--- config.mk ---
export PLATFORM = sky130hd
export DESIGN_NAME = sm_imem_load_ctrl
export DESIGN_NICKNAME = d
export VERILOG_FILES = /design/src/rtl/sm_imem_load_ctrl.sv
export SDC_FILE = /design/constraint.sdc
export NUM_CORES = 1
export LEC_CHECK = 0
export CORE_ASPECT_RATIO = 0.8
export CORE_MARGIN = 4
export CORE_UTILIZATION = 30
export CTS_BUF_LIST = sky130_fd_sc_hd__clkbuf_4 sky130_fd_sc_hd__clkbuf_8
export DETAILED_ROUTE_END_ITERATION = 10
export GPL_TIMING_DRIVEN = 0
export PLACE_DENSITY = 0.57
export RECOVER_POWER = 25
export SLEW_MARGIN = 20
export SYNTH_ARGS = -nofsm -noshare
export SYNTH_HDL_FRONTEND = slang
export SYNTH_SLANG_ARGS = --single-unit
export TNS_END_PERCENT = 5
--- constraint.sdc ---
create_clock -name clk -period 2.32 [get_ports clk]
set_input_delay 0.232 -clock clk [delete_from_list [all_inputs] [get_ports clk]]
set_output_delay 0.232 -clock clk [all_outputs]
set_load 0.01 [all_outputs]
--- src/rtl/sm_imem_load_ctrl.sv ---
// Instruction-memory load controller: arbitrates the shared memory port between the CPU,
// a UART byte loader that packs bytes into little-endian words, and a full-memory clear.
module sm_imem_load_ctrl #(
    parameter int unsigned ADDR_W     = 11,
    parameter logic [31:0] CLEAR_WORD = 32'h0000_0000
) (
    input  logic              clk,
    input  logic              rst,
    input  logic              load_en,
    input  logic              clear_req,
    input  logic              byte_valid,
    input  logic [7:0]        byte_data,
    input  logic [ADDR_W-1:0] cpu_addr,
    output logic [ADDR_W-1:0] mem_addr,
    output logic [31:0]       mem_wdata,
    output logic              mem_we,
    output logic              cpu_hold,
    output logic              busy,
    output logic [ADDR_W-1:0] wr_addr,
    output logic [31:0]       last_word,
    output logic              drop_err
);

    localparam logic [ADDR_W-1:0] ADDR_MAX = '1;

    typedef enum logic [1:0] {
        IDLE  = 2'd0,
        LOAD  = 2'd1,
        CLEAR = 2'd2
    } state_t;

    state_t            state;
    state_t            state_next;
    logic [1:0]        byte_cnt;
    logic [31:0]       word;
    logic              wr_pend;
    logic              clear_pend;
    logic [ADDR_W-1:0] clr_addr;

    logic load_beat;
    logic word_done;
    logic take_clear;
    logic clear_done;

    // A clear may not be taken in the cycle that schedules a load write.
    always_comb begin
        load_beat  = (state == LOAD) && byte_valid;
        word_done  = load_beat && (byte_cnt == 2'd3);
        take_clear = (state != CLEAR) && (clear_pend || clear_req) && !word_done;
        clear_done = (state == CLEAR) && (clr_addr == ADDR_MAX);
    end

    always_ff @(posedge clk) begin
        if (rst) begin
            state <= IDLE;
        end else begin
            state <= state_next;
        end
    end

    always_comb begin
        state_next = state;
        unique case (state)
            IDLE: begin
                if (take_clear) begin
                    state_next = CLEAR;
                end else if (load_en) begin
                    state_next = LOAD;
                end
            end
            LOAD: begin
                // Stay until any scheduled or in-flight write has completed.
                if (take_clear) begin
                    state_next = CLEAR;
                end else if (!load_en && !word_done && !wr_pend) begin
                    state_next = IDLE;
                end
            end
            CLEAR: begin
                if (clear_done) begin
                    state_next = load_en ? LOAD : IDLE;
                end
            end
            default: state_next = IDLE;
        endcase
    end

    always_ff @(posedge clk) begin
        if (rst) begin
            byte_cnt   <= 2'd0;
            word       <= 32'd0;
            wr_pend    <= 1'b0;
            clear_pend <= 1'b0;
            clr_addr   <= '0;
            wr_addr    <= '0;
            last_word  <= 32'd0;
            drop_err   <= 1'b0;
        end else begin
            wr_pend <= word_done;
            if (byte_valid && ((state != LOAD) || take_clear)) begin
                drop_err <= 1'b1;
            end
            if (load_beat && !take_clear) begin
                word     <= {byte_data, word[31:8]};
                byte_cnt <= byte_cnt + 2'd1;
            end
            if (wr_pend) begin
                wr_addr   <= wr_addr + ADDR_W'(1);
                last_word <= word;
            end
            if ((state == IDLE) && (state_next == LOAD)) begin
                wr_addr  <= '0;
                byte_cnt <= 2'd0;
            end
            if (state == CLEAR) begin
                clear_pend <= 1'b0;
            end else if (take_clear) begin
                clear_pend <= 1'b0;
            end else if (clear_req) begin
                clear_pend <= 1'b1;
            end
            if (take_clear) begin
                clr_addr <= '0;
                byte_cnt <= 2'd0;
            end else if (state == CLEAR) begin
                clr_addr <= clr_addr + ADDR_W'(1);
            end
            if (clear_done) begin
                wr_addr  <= '0;
                byte_cnt <= 2'd0;
            end
        end
    end

    // Memory port mux: clear owns it in CLEAR, otherwise a pending load write, else the CPU.
    always_comb begin
        mem_addr  = cpu_addr;
        mem_we    = 1'b0;
        mem_wdata = word;
        if (state == CLEAR) begin
            mem_addr  = clr_addr;
            mem_we    = 1'b1;
            mem_wdata = CLEAR_WORD;
        end else if (wr_pend) begin
            mem_addr  = wr_addr;
            mem_we    = 1'b1;
            mem_wdata = word;
        end
    end

    always_comb begin
        busy     = (state == CLEAR);
        cpu_hold = (state != IDLE);
    end

endmodule

==> impl_metrics.json, run 1 <==
{
  "status": "finished with violations",
  "violations": "setup timing",
  "worst_setup_path_start_kind": "flip-flop",
  "p_per_area_nw_per_um2": 515.8,
  "crit_type": "flip-flop to output port",
  "synth_warnings": 0,
  "synth_cell_types": 44,
  "drv_slew": 0,
  "clkSinkCount": 93,
  "cts_root_buffer": "clkbuf_8",
  "avgSynthCellArea_um2": 8.914,
  "p_leak_nw": 2.348,
  "core-area_um2": 14250,
  "grt_pass1_wl_mm": 21.40,
  "ant_nets": 0,
  "r2r-start": "clr_addr[1]",
  "rr_endpoint": "wr_addr[7]",
  "gp_congestion": 0.8267,
  "fin_ws_ns": -0.008860,
  "grt_setup_unrepaired": "yes",
  "multi_input_area_um2": 2273,
  "drt-vias-per-instance": 5.197,
  "ctsHoldBuffers": 0,
  "maxCapViolations": 0,
  "crit_chain": "buf_2, clkbuf_4, mux2i_4, a21oi_1, clkdlybuf4s50_1",
  "clockBufferDepth": 2,
  "hold_viol": 0,
  "register_area_um2": 1862,
  "num_vias": 4163,
  "post_cts_resize_count": 26,
  "rows": 39,
  "io_buffer_count": 112,
  "critical_path.endpoint_type": "output port",
  "slew_headroom_pct": 52.32,
  "grt_pass1_vias": 3938,
  "cp.depth": 5,
  "grt_max_degree": 17,
  "drtIter0Drc": 308,
  "worstPathRequired_ns": 2.09,
  "post-route-period-util_pct": 100.4,
  "rrSetupSlack_ns": 0.27,
  "syn-num-nets": 516,
  "finalSetupViolations": 1,
  "drc": 0,
  "htree_levels": 3,
  "fmax_mhz": 429.4,
  "cts_tree": "done",
  "critPathSlowestCell": "clkdlybuf4s50_1",
  "worst-path-buf-inv": 3,
  "synth_seq_area_share_pct": 42.71,
  "grt_overflow": 0,
  "postSynthCellCount": 489,
  "period_needed_ns": 2.329,
  "crit_family": "buffers and inverters",
  "ioPinCount": 114,
  "path_max_fanout": 10,
  "hold_class": "input port to flip-flop",
  "dp_hpwl_mm": 10.12,
  "start_util_pct": 30.59,
  "clk_pin_slew_worst_paths_ns": 0.09,
  "clk_latency_ns": 0.37,
  "finish.utilization_pct": 42.48,
  "layout.nets": 639,
  "drt-total-wl_mm": 13.71,
  "die_h_um": 115.8,
  "cts_buffers": 9,
  "nFillCells": 1408,
  "r2r_cells": 5,
  "worstMarginPinSlew_ns": 0.7110,
  "antenna_found_initial": 0,
  "crit_start": "wr_pend",
  "areaGrowthSynthToFinish_pct": 38.86,
  "fin_worst_skew_ns": 0.009563,
  "grt_use_total_pct": 16.40,
  "synth_area_um2": 4359,
  "drive_above_1_share_pct": 7.293,
  "post_cts.repair.setup_buffers": 0,
  "critPathMaxStageDelay_ns": 0.49,
  "crit_end": "mem_addr[0]",
  "die-area_um2": 16530,
  "ir_drop_uv": 276.6,
  "preCtsSetupSlack_ns": -0.2352,
  "final_common_cell": "dfxtp_1",
  "holdWs_ns": 0.2201,
  "totalNegativeSetupSlack_ns": -0.008860,
  "drt_pre_antenna_iters": 6,
  "whs_path_depth": 3,
  "yosys_register_bits": 93,
  "antennaDiodeCount": 0,
  "final_cell_mix": "93 x dfxtp_1, 82 x clkdlybuf4s50_1, 45 x mux2i_1",
  "crit_arrival_ns": 2.10,
  "wl_per_cell_um": 17.12,
  "die_w_um": 142.8
}
-- synthesized netlist by cell type (all sizes together) --
cell type / number / area share, %
o31ai: 40 / 7.0
nand4: 39 / 5.6
nor2b: 1 / 0.14
a22o: 1 / 0.20
nand4b: 1 / 0.55
mux2i: 46 / 11
a21o: 1 / 0.17
a2111oi: 2 / 0.55
xor2: 4 / 0.80
xnor2: 2 / 0.40
buf: 16 / 2.1
o311ai: 4 / 0.80
and2: 33 / 4.7
nand2b: 3 / 0.60
clkbuf: 32 / 2.8
nand3: 5 / 0.57
o21bai: 1 / 0.17
nor4: 3 / 0.57
o21ba: 1 / 0.23
o41ai: 1 / 0.20
and3: 1 / 0.14
ha: 3 / 0.86
a311o: 1 / 0.23
and4b: 1 / 0.23
nand2: 17 / 1.5
or4: 6 / 1.1
dfxtp: 93 / 43
a21oi: 42 / 4.8
o21ai: 17 / 2.0
inv: 9 / 0.77
nor3b: 3 / 0.52
or3: 8 / 1.1
nand3b: 1 / 0.17
a211oi: 6 / 1.0
nor2: 38 / 3.3
nor3: 6 / 0.69
o21a: 1 / 0.17
-- sequential cells by signal (all words and copies together), names as in the netlist --
signal	count
drop_err	1
wr_addr	11
wr_pend	1
clear_pend	1
state	2
byte_cnt	2
clr_addr	11
last_word	32
word	32
-- routing by layer --
metal	GRT usage, %	up-vias	routed length (um)
met5	0	-	0
met2	24.59	115	6047
met1	23.49	1993	6769
li1	-	2043	-
met4	4.243	0	206
met3	4.290	12	686
-- report_power, final --
group,switching (mW),total [mW],internal [mW]
Combinational,0.179,0.302,0.123
Sequential,0.00560,1.61,1.60
Clock,0.586,1.21,0.629
-- per-stage QoR --
step,cell area (um2),cells,total power [mW]
final,6053,801,3.123
after global routing,6053,801,3.248
after CTS,5978,801,3.160
after detailed placement,5710,785,1.937
after global placement,5710,785,1.933
after floorplan,4359,489,1.794
-- final cells by class --
class	count	share of cell area, %
flip-flops and latches	93	30.76
well taps	184	3.803
repair buffers	112	19.26
multi-input cells	339	37.56
plain buffers	48	4.341
inverters	9	0.5581
clock inverters	6	1.550
clock buffers	10	2.170
-- worst min-delay path, cell delays in order --
cell	delay [ns]
buf_2	0.16
nand4_1	0.10
a21oi_1	0.05
-- logic make-up (layout without fill, tap and decap cells) --
family	after synthesis	count (layout)	share of synthesized area (%)
adders and majority gates	3	3	0.8612
buffers and inverters	57	185	5.597
muxes	46	46	10.56
AOI/OAI and AO/OA	118	118	17.54
and+or+nand+nor	166	166	21.53
DFF	93	93	42.71
xor gates and xnor gates	6	6	1.206
-- how the worst min path moves through the flow --
| stage | slack, ns | end | startpoint |
|---|---|---|---|
| after floorplan | 0.38 | word[24] | byte_data[0] |
| after global placement | 0.45 | drop_err | drop_err |
| after detailed placement | 0.46 | drop_err | drop_err |
| after CTS | 0.20 | word[14] | byte_valid |
| after global routing | 0.23 | word[14] | byte_valid |
| final | 0.22 | word[14] | byte_valid |
(Power assumes the default switching activity.)
==> inputs of run 2 (changes only) <==
- ABC_AREA: unset -> 1
- PLACE_DENSITY: 0.57 -> 0.58
==> impl_metrics.json, run 2 <==
{
  "status": "finished, final reports clean",
  "met1Wirelength_mm": 6.248,
  "core-area_um2": 12820,
  "drv_slew": 0,
  "postPlaceCellArea_um2": 5279,
  "switchingPower_mw": 0.8620,
  "ctsHoldBuffers": 0,
  "post_cts.repair.setup_buffers": 0,
  "reg.largest.list": "last_word: 32 flops, word: 32 flops",
  "cts_buffers": 9,
  "synth.top_cells.by_count": "93 x dfxtp_1, 90 x a21oi_1, 67 x inv_1, 65 x o21ai_0, 61 x nor2_1",
  "io_buffer_count": 113,
  "dr.max_layer_used": "met4",
  "ant_nets": 0,
  "pwr-share-seq_pct": 53.1,
  "p_leak_nw": 2.103,
  "cts_tree": "done",
  "critPathMaxStageDelay_ns": 0.55,
  "synth_enable_flop_cells": 0,
  "netSwitchingFraction_pct": 28.16,
  "worstMarginPinSlew_ns": 0.5741,
  "gp_congestion": 0.8832,
  "path_max_fanout": 10,
  "ir_drop_uv": 269.8,
  "wl_per_cell_um": 15.06,
  "start_util_pct": 30.64,
  "final_area_um2": 5475,
  "hold_class": "input port to flip-flop",
  "die_w_um": 135.9,
  "grt_max_degree": 19,
  "clkSinkCount": 93,
  "clk_latency_ns": 0.37,
  "fmax_mhz": 439.7,
  "grt_pass1_vias": 3880,
  "ioPinCount": 114,
  "crit_family": "buffers and inverters",
  "drive_above_1_share_pct": 6.849,
  "layout.nets": 679,
  "antennaDiodeCount": 0,
  "maxCapViolations": 0,
  "pwr-share-comb_pct": 12.0,
  "finish.utilization_pct": 42.70,
  "grt_pass1_wl_mm": 19.96,
  "htree_levels": 3,
  "drc": 0,
  "grt_use_total_pct": 17.00,
  "drt_pre_antenna_iters": 4,
  "rows": 37,
  "slew_headroom_pct": 61.73,
  "final_cell_mix": "92 x clkdlybuf4s50_1, 91 x dfxtp_1, 90 x a21oi_1",
  "synth-async-reset-ratio_pct": 0,
  "synth_area_um2": 3929,
  "yosysTopAreaCell": "dfxtp_1",
  "crit_chain": "buf_8, clkinvlp_4, o21ai_0, a21oi_1, a21oi_1, clkdlybuf4s50_1",
  "post-route-period-util_pct": 98.02,
  "die_h_um": 110.4,
  "worst_setup_path_start_kind": "flip-flop",
  "p_clk_share_pct": 34.9,
  "crit_top_cell": "a21oi_1",
  "areaGrowthSynthToFinish_pct": 39.36,
  "drtIter0Drc": 182,
  "crit_arrival_ns": 2.04,
  "clockBufferDepth": 2,
  "synth_seq_area_share_pct": 47.39,
  "antenna_found_initial": 0,
  "yosysMostFrequentCell": "dfxtp_1",
  "dp_hpwl_mm": 9.672,
  "die-area_um2": 15000,
  "intPower_mw": 2.199,
  "drt-vias-per-instance": 4.691,
  "hold_viol": 0,
  "num_vias": 3903,
  "synth_warnings": 0,
  "wl_met3_um": 628,
  "route.met2.wl_mm": 5.552,
  "post_cts_resize_count": 16,
  "critPathSlowestCell": "clkdlybuf4s50_1",
  "avgSynthCellArea_um2": 7.441,
  "worst-path-buf-inv": 3,
  "final_common_cell": "clkdlybuf4s50_1",
  "fin_worst_skew_ns": 0.01022,
  "crit_type": "flip-flop to output port",
  "clk_pin_slew_worst_paths_ns": 0.10,
  "p_per_area_nw_per_um2": 559.1,
  "grt_overflow": 0,
  "synth_area_leaders": "dfxtp_1 47%, a21oi_1 11%, o21ai_0 8.3%",
  "worstPathRequired_ns": 2.09,
  "ys.flop_type": "dfxtp_1",
  "critical_path.endpoint_type": "output port",
  "postSynthCellCount": 528,
  "finalSetupViolations": 0,
  "drt-total-wl_mm": 12.53,
  "cts_root_buffer": "clkbuf_8",
  "grt_setup_unrepaired": "yes",
  "synth_cell_types": 31,
  "syn-num-nets": 555,
  "yosys_register_bits": 93,
  "period_needed_ns": 2.274,
  "yosysTopAreaCellShare_pct": 47.39
}
run 2: worst paths after layout:
kind	start	end	slack (ns)	cells past startpoint
worst max register to register	byte_cnt[0]	word[31]	0.30	9
worst min-delay path	byte_data[3]	word[27]	0.48	3
worst min register to register	byte_cnt[1]	byte_cnt[1]	0.49	2
worst max-delay path	wr_pend	mem_addr[8]	0.05	6
run 2: area by class of cell:
| class | count | area, um2 |
|---|---|---|
| buffer | 31 | 182.7 |
| timing repair buffer | 113 | 1131 |
| tap | 175 | 219.0 |
| clock buffer | 9 | 123.9 |
| fill | 1309 | 7348 |
| sequential | 93 | 1867 |
| inverter | 69 | 262.8 |
| multi-input combinational | 335 | 1623 |
| clock inverter | 7 | 66.31 |
run 2: cell families after synthesis:
family / after synthesis / share of synthesized area (%)
AOI/OAI and AO/OA: 173 / 22.39
and+or+nand+nor: 153 / 16.94
buffers and inverters: 100 / 10.99
DFF: 93 / 47.39
xor gates and xnor gates: 6 / 1.338
adders and majority gates: 3 / 0.9555
run 2: power by group through the flow:
| stage | clock network (mW) | logic [mW] | registers [mW] |
|---|---|---|---|
| final | 1.07 | 0.367 | 1.63 |
| after global routing | 1.17 | 0.403 | 1.63 |
| after CTS | 1.10 | 0.373 | 1.63 |
| after detailed placement | 0 | 0.367 | 1.66 |
| after global placement | 0 | 0.365 | 1.66 |
| after floorplan | 0 | 0.181 | 1.66 |
run 2: per-stage QoR:
step                      TNS [ns]  power [mW]  hold slack [ns]  setup slack, ns  std cells
after floorplan                  0       1.842           0.3011           0.9024        528
after global placement     -0.2506       2.028           0.4579          -0.1111        816
after detailed placement  -0.08157       2.031           0.4697         -0.03968        816
after CTS                  -0.1025       3.103           0.4590         -0.08513        832
after global routing       -0.5771       3.200           0.4951          -0.1086        832
final                            0       3.061           0.4841          0.04588        832
run 2: tightest hold or removal path, stage by stage:
cell             delay, ns
clkdlybuf4s50_1       0.40
o21ai_1               0.13
a21oi_1               0.05
run 2: metal layers:
metal / up-vias / track usage, %
li1: 1972 / -
met1: 1816 / 23.50
met2: 107 / 26.67
met3: 8 / 4.265
met4: 0 / 4.388
met5: - / 0
==> inputs of run 3 (changes only) <==
- GPL_ROUTABILITY_DRIVEN: unset -> 0
- SLEW_MARGIN: 20 -> unset
==> impl_metrics.json, run 3 (synthesized netlist as in run 2, its figures left out) <==
{
  "dp_hpwl_mm": 9.407,
  "p_per_area_nw_per_um2": 553.7,
  "drt-vias-per-instance": 4.697,
  "postPlaceCellArea_um2": 5279,
  "core-area_um2": 12820,
  "p_leak_nw": 2.182,
  "die-area_um2": 15000,
  "rrSetupSlack_ns": 0.27,
  "hold_class": "input port to flip-flop",
  "final_cell_mix": "91 x dfxtp_1, 90 x a21oi_1, 81 x clkdlybuf4s50_1",
  "htree_levels": 3,
  "path_max_fanout": 10,
  "drt-total-wl_mm": 12.32,
  "rows": 37,
  "power.total_mw": 3.045,
  "clk_latency_ns": 0.37,
  "layout.nets": 680,
  "preCtsSetupSlack_ns": -0.04078,
  "nFillCells": 1320,
  "crit_type": "flip-flop to output port",
  "r2r-start": "byte_cnt[0]",
  "totalNegativeSetupSlack_ns": 0,
  "final_common_cell": "dfxtp_1",
  "drt_pre_antenna_iters": 4,
  "wl_per_cell_um": 14.79,
  "cts_tree": "done",
  "num_vias": 3913,
  "drive_above_1_share_pct": 7.447,
  "die_w_um": 135.9,
  "hold_viol": 0,
  "antennaDiodeCount": 0,
  "worstMarginPinSlew_ns": 0.5483,
  "slew_headroom_pct": 63.44,
  "hp-start": "byte_data[3]",
  "fin_cells": 833,
  "critPathSlowestCell": "clkdlybuf4s50_1",
  "start_util_pct": 30.64,
  "ant_nets": 0,
  "register_area_um2": 1867,
  "fin_ws_ns": 0.1099,
  "dp_cells": 816,
  "antenna_found_initial": 0,
  "critPathMaxStageDelay_ns": 0.57,
  "worst_setup_path_start_kind": "flip-flop",
  "worstPathRequired_ns": 2.09,
  "crit_chain": "inv_2, nor2_4, buf_6, buf_4, o21ai_0, clkdlybuf4s50_1",
  "clockBufferDepth": 2,
  "post-route-period-util_pct": 95.26,
  "finish.utilization_pct": 42.88,
  "worst-path-buf-inv": 4,
  "holdPathEnd": "word[27]",
  "grt_pass1_wl_mm": 19.17,
  "areaGrowthSynthToFinish_pct": 39.97,
  "clk_pin_slew_worst_paths_ns": 0.11,
  "fin_worst_skew_ns": 0.01428,
  "period_needed_ns": 2.210,
  "clkSinkCount": 93,
  "grt_use_total_pct": 16.36,
  "rr_endpoint": "word[0]",
  "holdWs_ns": 0.4825,
  "maxCapViolations": 0,
  "crit_arrival_ns": 1.98,
  "io_buffer_count": 113,
  "ioPinCount": 114,
  "grt_overflow": 0,
  "drv_slew": 0,
  "grt_setup_unrepaired": "yes",
  "multi_input_area_um2": 1629,
  "fmax_mhz": 452.5,
  "r2r_cells": 9,
  "reg.largest.list": "last_word: 32 flops, word: 32 flops",
  "critical_path.endpoint_type": "output port",
  "ir_drop_uv": 328.6,
  "drc": 0,
  "grt_pass1_vias": 3792,
  "grt_max_degree": 19,
  "final_area_um2": 5499,
  "finalSetupViolations": 0,
  "status": "finished, final reports clean",
  "die_h_um": 110.4,
  "cts_buffers": 9,
  "crit_family": "buffers and inverters",
  "drtIter0Drc": 213,
  "cts_root_buffer": "clkbuf_8",
  "whs_path_depth": 3
}
==> run 3: cell count changes in the layout (fill, tap and decap cells not counted), sizes merged, moves of 2 or more <==
cell | before | now
dlygate4sd3 | 18 | 22
dlygate4sd2 | 2 | 4
buf | 9 | 11
clkdlybuf4s50 | 92 | 81
dlymetal6s2s | 1 | 6
==> run 3: repair_timing <==
item | CTS | global route
resized for setup | 19 | 19
hold endpoints to repair | 0 | 0
hold buffers | 0 | 0
setup buffers | 0 | 1
setup endpoints to repair | 45 | 40
==> run 3: where the power goes <==
group	internal (mW)	leakage, nW	total (mW)	switching, mW
Sequential	1.61	0.752	1.63	0.0130
Clock	0.414	0.0931	1.05	0.638
Combinational	0.163	1.34	0.365	0.201
==> run 3: final cells by class <==
type / instances / share of cell area (%)
flip-flops and latches: 93 / 33.95
plain buffers: 31 / 3.390
well taps: 175 / 3.982
repair buffers: 114 / 20.89
clock inverters: 7 / 1.138
clock buffers: 9 / 2.253
multi-input cells: 335 / 29.62
inverters: 69 / 4.778
==> run 3: metal layers <==
| layer | GRT usage [%] | vias up | share of wire [%] |
|---|---|---|---|
| met3 | 4.991 | 10 | 5.9 |
| met1 | 22.78 | 1820 | 50 |
| met2 | 24.72 | 106 | 43 |
| met4 | 4.317 | 0 | 1.3 |
| li1 | - | 1977 | - |
| met5 | 0 | - | 0 |
==> run 3: worst max-delay path by stage <==
stage | from | to | slack [ns] | cells after the start
3_3_place_gp | wr_pend | mem_addr[2] | -0.05 | 5
5_1_grt | state[1] | mem_addr[1] | -0.02 | 6
2_1_floorplan | wr_pend | mem_addr[4] | 0.90 | 5
6_report | state[1] | mem_addr[1] | 0.11 | 6
3_5_place_dp | wr_pend | mem_addr[2] | -0.04 | 5
4_1_cts | wr_pend | mem_addr[8] | 0.0007 | 6
==> run 3: worst reg2reg max path, stage by stage, from the launching register on <==
cell      delay (ns)
dfxtp_1         0.34
ha_1            0.20
nand2_1         0.06
inv_1           0.04
nand2_1         0.15
nand2_1         0.19
nand2_4         0.11
clkbuf_1        0.40
clkbuf_2        0.34
a21oi_1         0.11
